## config.mk

```make
export PLATFORM = sky130hd
export DESIGN_NAME = reorder_buffer
export DESIGN_NICKNAME = d
export VERILOG_FILES = /design/src/rtl/reorder_buffer.sv
export SDC_FILE = /design/constraint.sdc
export NUM_CORES = 2
export LEC_CHECK = 0
export CAP_MARGIN = 20
export CORE_ASPECT_RATIO = 0.6
export CORE_MARGIN = 3
export CORE_UTILIZATION = 62
export CTS_CLUSTER_SIZE = 25
export DETAILED_ROUTE_END_ITERATION = 6
export HOLD_SLACK_MARGIN = 0.02
export PLACE_DENSITY_LB_ADDON = 0.15
export SLEW_MARGIN = 10
export SYNTH_ARGS = -nofsm -noshare
export SYNTH_HDL_FRONTEND = slang
export SYNTH_SLANG_ARGS = --single-unit
export TNS_END_PERCENT = 20
```

## constraint.sdc

```tcl
create_clock -name clk -period 4.65 [get_ports clk]
set_clock_uncertainty 0.1 [all_clocks]
set_input_delay 0.93 -clock clk [delete_from_list [all_inputs] [get_ports clk]]
set_output_delay 0.93 -clock clk [all_outputs]
set_load 0.01 [all_outputs]
```

## src/rtl/reorder_buffer.sv

```systemverilog
// reorder_buffer: in-order retirement queue with rename/commit regfile writes, CDB capture and operand forwarding.
// Define ROB_WB_BYPASS_EN to let operand queries also hit the CDB result of the current cycle.
module reorder_buffer #(
  parameter int DEPTH = 16,
  parameter int TAG_W = 4
) (
  input  logic             clk,
  input  logic             rst_n,
  input  logic             rdy,
  input  logic             issue_valid,
  output logic             issue_ready,
  input  logic             issue_has_rd,
  input  logic [4:0]       issue_rd,
  input  logic             issue_is_store,
  input  logic             issue_is_br,
  output logic [TAG_W-1:0] issue_tag,
  input  logic             wb_valid,
  input  logic [TAG_W-1:0] wb_tag,
  input  logic [31:0]      wb_val,
  input  logic             wb_mispred,
  input  logic [31:0]      wb_target,
  input  logic [TAG_W-1:0] q1_tag,
  input  logic [TAG_W-1:0] q2_tag,
  output logic             q1_ready,
  output logic             q2_ready,
  output logic [31:0]      q1_val,
  output logic [31:0]      q2_val,
  output logic             rd_in_flag,
  output logic [4:0]       rd_in_a,
  output logic [TAG_W-1:0] rd_in_rob,
  output logic             rd_out_flag,
  output logic [4:0]       rd_out_a,
  output logic [31:0]      rd_out_val,
  output logic [TAG_W-1:0] rd_out_rob,
  output logic             store_commit,
  output logic             flush_out,
  output logic [31:0]      flush_pc
);
  localparam int CW = TAG_W + 1;
  logic [TAG_W-1:0] head, tail;
  logic [CW-1:0]    count;
  logic [DEPTH-1:0] busy, done, has_rd, is_store, is_br, mispred;
  logic [4:0]       rd     [DEPTH];
  logic [31:0]      val    [DEPTH];
  logic [31:0]      target [DEPTH];
  logic issue_fire, wb_fire, fire, flush_now;
  logic st1, st2, byp1, byp2;
  assign issue_ready = count != CW'(DEPTH) && !flush_out;
  assign issue_fire  = rdy && issue_valid && issue_ready;
  assign wb_fire     = rdy && wb_valid && busy[wb_tag] && !flush_out;
  assign fire        = rdy && count != '0 && done[head] && !flush_out;
  assign flush_now   = fire && is_br[head] && mispred[head];
  assign issue_tag   = tail;
  assign rd_in_flag  = issue_fire && issue_has_rd && issue_rd != 5'd0;
  assign rd_in_a     = issue_rd;
  assign rd_in_rob   = tail;
  assign rd_out_flag = fire && has_rd[head] && rd[head] != 5'd0;
  assign rd_out_a    = rd[head];
  assign rd_out_val  = val[head];
  assign rd_out_rob  = head;
  assign store_commit = fire && is_store[head];
  assign st1 = busy[q1_tag] && done[q1_tag];
  assign st2 = busy[q2_tag] && done[q2_tag];
`ifdef ROB_WB_BYPASS_EN
  assign byp1 = wb_valid && wb_tag == q1_tag;
  assign byp2 = wb_valid && wb_tag == q2_tag;
`else
  assign byp1 = 1'b0;
  assign byp2 = 1'b0;
`endif
  always_comb begin
    q1_ready = st1 || byp1;
    q2_ready = st2 || byp2;
    q1_val   = st1 ? val[q1_tag] : byp1 ? wb_val : '0;
    q2_val   = st2 ? val[q2_tag] : byp2 ? wb_val : '0;
  end
  // A mispredicted branch clears the window at its own retire edge; the flush cycle then only blocks issue.
  always_ff @(posedge clk or negedge rst_n) begin
    if (!rst_n) begin
      head      <= '0;
      tail      <= '0;
      count     <= '0;
      busy      <= '0;
      done      <= '0;
      has_rd    <= '0;
      is_store  <= '0;
      is_br     <= '0;
      mispred   <= '0;
      flush_out <= 1'b0;
      flush_pc  <= '0;
      for (int i = 0; i < DEPTH; i++) begin
        rd[i]     <= '0;
        val[i]    <= '0;
        target[i] <= '0;
      end
    end else if (rdy) begin
      flush_out <= flush_now;
      if (flush_now) begin
        flush_pc <= target[head];
        busy     <= '0;
        done     <= '0;
        head     <= '0;
        tail     <= '0;
        count    <= '0;
      end else begin
        if (wb_fire) begin
          done[wb_tag]    <= 1'b1;
          val[wb_tag]     <= wb_val;
          mispred[wb_tag] <= wb_mispred;
          target[wb_tag]  <= wb_target;
        end
        if (fire) begin
          busy[head] <= 1'b0;
          done[head] <= 1'b0;
          head       <= head + 1'b1;
        end
        if (issue_fire) begin
          busy[tail]     <= 1'b1;
          done[tail]     <= 1'b0;
          has_rd[tail]   <= issue_has_rd;
          rd[tail]       <= issue_rd;
          is_store[tail] <= issue_is_store;
          is_br[tail]    <= issue_is_br;
          mispred[tail]  <= 1'b0;
          tail           <= tail + 1'b1;
        end
        count <= count + CW'(issue_fire) - CW'(fire);
      end
    end
  end
endmodule

```

======== After elaboration in Yosys (flattened, before gate mapping) ========
Index checks and enable logic that the tools add are counted.
cells by class
  div/mod/pow operators ................... 0
  magnitude comparators ................... 15
  add/subtract/negate cells ............... 4
  shifts and indexed selects .............. 0
  multipliers ............................. 0
  mux-type cells .......................... 76
  reduce and logical (&&, ||, !) cells .... 35
  equal/unequal tests ..................... 1
  bitwise operators ....................... 14
operators by type and width
  kind                  number
  $bwmux W512           2
  $bmux W32 S4          4
  $mux W32              11
  $mux W16              17
  $demux W32 S4         1
  $bwmux W80            1
  $and A16 B16 Y16      4
  $bwmux W16            4
  $bmux W1 S4           10
  $not A16 Y16          2
  $or A16 B16 Y16       2
  $ge A5 B5 Y1 const B  5
  $lt A4 B5 Y1 const B  5
  $not A4 Y5            5
  $logic_and A1 B1 Y1   23
  $bmux W5 S4           1
  $demux W5 S4          1
  $mux W5               4
  $mux W4               4
  $reduce_bool A5 Y1    3
  $mux W1               13
  $demux W1 S4          3
  $ge A4 B1 Y1 const B  3
  $lt A5 B1 Y1 const B  2
  9 further kinds       15
word-level totals
  output and inout bits ................... 157
  bits in latches ......................... 0
  bits in read-only memories .............. 0
  bits of input ports ..................... 90
  logic and storage cells ................. 204
  memories kept ........................... 0
  bits in registers ....................... 1,246
  RAM bits ................................ 0

======== Depth between registers and ports, before layout ========
  depth after elaboration ................. 15
  mapped depth ............................ 19

======== Least setup slack after synthesis ========
OpenSTA, ideal clock, no wires.
  kind .................................... input to output
  from .................................... input port q2_tag[0]
  to ...................................... output port q2_val[22]
  required time ........................... 3.620 ns
  stages .................................. 5
  setup slack ............................. 0.468 ns
  data arrival time ....................... 3.152 ns
  path through ............................ buf_1 > buf_1 > mux4_2 > mux4_2 > nor2b_1
on the way
  longest elaborated chain between the ends .. 5
  elaborated cells on any way between the ends .. 10
  classes of those cells .................. mux: 8; bitwise: 1; reduce/logical: 1
RTL lines
  item                                         RTL line  text
  from (decl)                                  23        input logic [TAG_W-1:0] q2_tag,
  $not A4 Y5 (implied by the code)             75        q2_val = st2 ? val[q2_tag] : byp2 ? wb_val : '0;
  $bmux W32 S4                                 75
  $mux W32 (implied by the code) (2 in a row)  75
  $mux W32 *                                   75
  to (decl)                                    27        output logic [31:0] q2_val,
Mark *: on every way between the ends. The rest lies on a longest branch, timed or not. The select of a mux whose other input is x is not followed.

======== Worst setup path in the final report ========
  from .................................... register head[1] (netlist: rd_out_rob[1])
  to ...................................... output port rd_out_flag
on the way
  longest elaborated chain between the ends .. 6
  elaborated cells on any way between the ends .. 13
  classes of those cells .................. mux: 7; bitwise: 1; reduce/logical: 5
RTL lines
  item                                                                               RTL line  text
  from (decl)                                                                        40        logic [TAG_W-1:0] head, tail;
  from (signal assigned)                                                             115       head <= head + 1'b1;
  $not A4 Y5 (implied by the code) or $bmux W1 S4 (tied branches)                    57, 51
  $bmux W5 S4 or $mux W1 (tied branches)                                             57, 51
  $mux W5 (implied by the code) or $logic_and A1 B1 Y1 (tied branches) (2 in a row)  57, 51
  $reduce_bool A5 Y1 or $logic_and A1 B1 Y1 (tied branches)                          57        assign rd_out_flag = fire && has_rd[head] && rd[head] != 5'd0;
  $logic_and A1 B1 Y1 *                                                              57
  to (decl)                                                                          31        output logic rd_out_flag,
Marks and branches as above.

==> impl_results.md <==
- Critical path class: reg -> out
- Final period util: 0.988
- First-pass GRT wire length: 268,000 um
- Ys async rst share: 1.00
- PortBufs: 246
- Fin. max-slew vios: 0
- Most common library cell in the layout ignoring fill and taps: dfrtp_1
- Clock sink total: 1,246
- Grt total ovfl: 0
- DRT Wirelength: 174,000 um
- Initial core utilization: 0.628
- Post-synth EDFFs: 0
- Most frequent cells in the layout: dfrtp_1 (1,243), mux2_2 (1,083), mux4_2 (693)
- Clock latency at the later pin of the worst-skew pair: 0.74 ns
- Psw: 11.9 mW
- Via density: 7.03
- Status: finished clean
- DP HPWL: 103,000 um
- Drt drc: 0
- Main combinational cell family by area after synthesis: multiplexers
- Fin. Hold Viols: 0
- Count of cell types in the netlist: 58
- H-tree depth: 3
- Cell count after synthesis: 3,908
- CTS buffer count: 112
- CTS tree: done
- Pwr Density: 533 nW/um^2
- Crit Reg-Reg Endpoint: count[4]$_DFFE_PN0P_
- Required time of the critical path: 3.62 ns
- Dpl cells: 5,335
- Post-synthesis compound-gate area fraction: 0.0143
- Slew @ Worst Pin: 1.03 ns
- Gpl congestion: 0.939
- Simple-Gate Fraction of Synth Area: 0.0223
- Filler cell count: 6,617
- Startpoint Class: flip-flop
- Antenna viol nets, final: 0
- Non-Filler Instances: 5,566
- GRT Util Overall: 0.328
- Worst Path Arrival: 3.56 ns
- Number of global-route vias before repair: 40,700
- Post-route setup slack: 0.0563 ns
- Register bit total from synthesis: 1,246
- Reg2Reg Launch Point: rd_out_rob[1]$_DFFE_PN0P_
- Synth Area in Adders: 0.00301
- Mapped Area: 64,900 sq um
- HP Class: in -> async
- Period minus WS final: 4.59 ns
- Largest net degree at the start of global routing: 132
- Lkg Pwr: 31.7 nW
- Multiplexer share of the synthesized area: 0.449
- R2r setup slk: 0.54 ns
- Die ar.: 109,000 sq um
- Antenna violations before repair: 17
- Clock power frac: 0.263
- Die X: 424 um
- Clock-pin slew on the worst setup and hold paths: 0.08 ns
- 1st-iter DRT viols: 4,139
- DR pass1 iterations: 5
- Routed vias: 39,100
- Sequential area share after synthesis: 0.481
- Top_reg_cell synth: dfrtp_1
- Synth-to-layout area growth: 13.4%
- I/O pin cnt: 247
- Post-Synth XOR/XNOR Area: 0.000945
- Syn Area/Cell: 16.6 sq um
- Pre-CTS setup slack: 0.225 ns
- Max-slew headroom: 0.310
- Max FO, Critical Path: 16
- Max Freq: 218 MHz
- Reg area: 31,200 sq um
- CP endpoint kind: output pin
- Per-cell routed wire length: 31.2 um
- FP Rows: 91
- Multi-input logic area: 31,800 sq um
- Sw frac: 0.304
- Syn nets: 4,013
- Clock Path Buffers: 3
- RSZ-0062 raised after global routing: yes
- Layout cells sized above 1: 0.527
- Max_cap viols: 0
- Setup violations, final: 0
- Synthesis Warnings: 0
- Logic pwr share: 0.339
- Die Y: 257 um
- Peak supply drop: 0.000380 V
- Sequential share of power: 0.399
- NumNets Final: 4,167
- Core Box Area: 103,000 sq um
- Clock root buffer: clkbuf_16
- R2R cell count: 16
- Internal Pwr Total: 27.3 mW
- Hold Slack: 0.0301 ns
## cells by family after synthesis
kind of cell    count (synthesis)
compound gates                131
flops                        1246
xor+xnor                        7
mux                          1892
simple gates                  221
buf+inv                       396
fa+ha+maj                      15
## state kept, by name, indices dropped and copies added (netlist names)
signal      flops
is_store       16
done           16
val           512
mispred        16
issue_tag       4
is_br          16
rd             80
target        512
busy           16
rd_out_rob      4
count           5
has_rd         16
flush_out       1
flush_pc       32
## stage by stage
stage                     total power, mW  area (sq um)   util  setup TNS [ns]
after floorplan                      24.4         64900      -               0
after global placement               28.4         69300  0.671               0
after detailed placement             28.7         69300  0.671               0
after CTS                            39.2         73500  0.711         -0.0197
after global routing                 41.0         73600  0.712         -0.0312
final                                39.2         73600  0.712               0
## critical path, cell delays in order (launching register included)
cell and delay (ns):
dfrtp_4 0.63, buf_12 0.24, mux4_2 0.38, mux4_2 0.51, or4_4 0.50, o211a_1 0.26
dlygate4sd2_1 0.30
## synth_stat cells (33+ instances only)
library cell | n | share of area
nand2_1 | 38 | 0.0022
buf_6 | 34 | 0.0059
buf_1 | 52 | 0.0030
dfrtp_1 | 1246 | 0.48
buf_2 | 96 | 0.0074
nor2_1 | 36 | 0.0021
mux4_2 | 693 | 0.24
mux2_1 | 101 | 0.018
a21oi_1 | 33 | 0.0025
clkbuf_1 | 170 | 0.0098
nor2b_1 | 71 | 0.0068
mux2_2 | 1083 | 0.19
## power groups by stage
stage,Clock [mW],Sequential (mW),Combinational [mW]
final,10.3,15.6,13.3
after global routing,10.9,16.0,14.1
after CTS,10.4,15.5,13.2
after detailed placement,0,15.7,13.0
after global placement,0,15.6,12.8
after floorplan,0,14.9,9.47
## layer usage
layer	share of wire	wire length, um	GRT usage	up-vias
met1	0.43	74500	0.499	21300
met5	0.00043	74	0	-
met4	0.029	5110	0.101	10
met2	0.45	78500	0.470	1846
met3	0.089	15500	0.0878	321
li1	-	-	-	15600
## area by class of cell
class                           count  area share
Tap cell                         1395      0.0237
Sequential cell                  1246       0.424
Antenna cell                       14    0.000476
Inverter                           23     0.00124
Clock buffer                      149      0.0423
Clock inverter                     60      0.0130
Multi-Input combinational cell   2266       0.432
Timing Repair Buffer              413      0.0637
## timing repair
action / CTS / global route
hold buffers: 0 / 0
resized for setup: 7 / 4
setup buffers: 5 / 0
gates cloned: 1 / 2
endpoints found under the setup margin: 16 / 18
## how the worst max path moves through the flow
| stage | cells after the start | endpoint | slack [ns] | startpoint |
|---|---|---|---|---|
| 2_1_floorplan | 5 | q2_val[22] | 0.47 | q2_tag[0] |
| 3_3_place_gp | 16 | count[4]$_DFFE_PN0P_ | 0.18 | rdy |
| 3_5_place_dp | 16 | count[4]$_DFFE_PN0P_ | 0.22 | rdy |
| 4_1_cts | 6 | store_commit | -0.02 | rd_out_rob[0]$_DFFE_PN0P_ |
| 5_1_grt | 6 | rd_out_flag | -0.03 | rd_out_rob[1]$_DFFE_PN0P_ |
| 6_report | 6 | rd_out_flag | 0.06 | rd_out_rob[1]$_DFFE_PN0P_ |
Power figures use the tool's default switching activity.
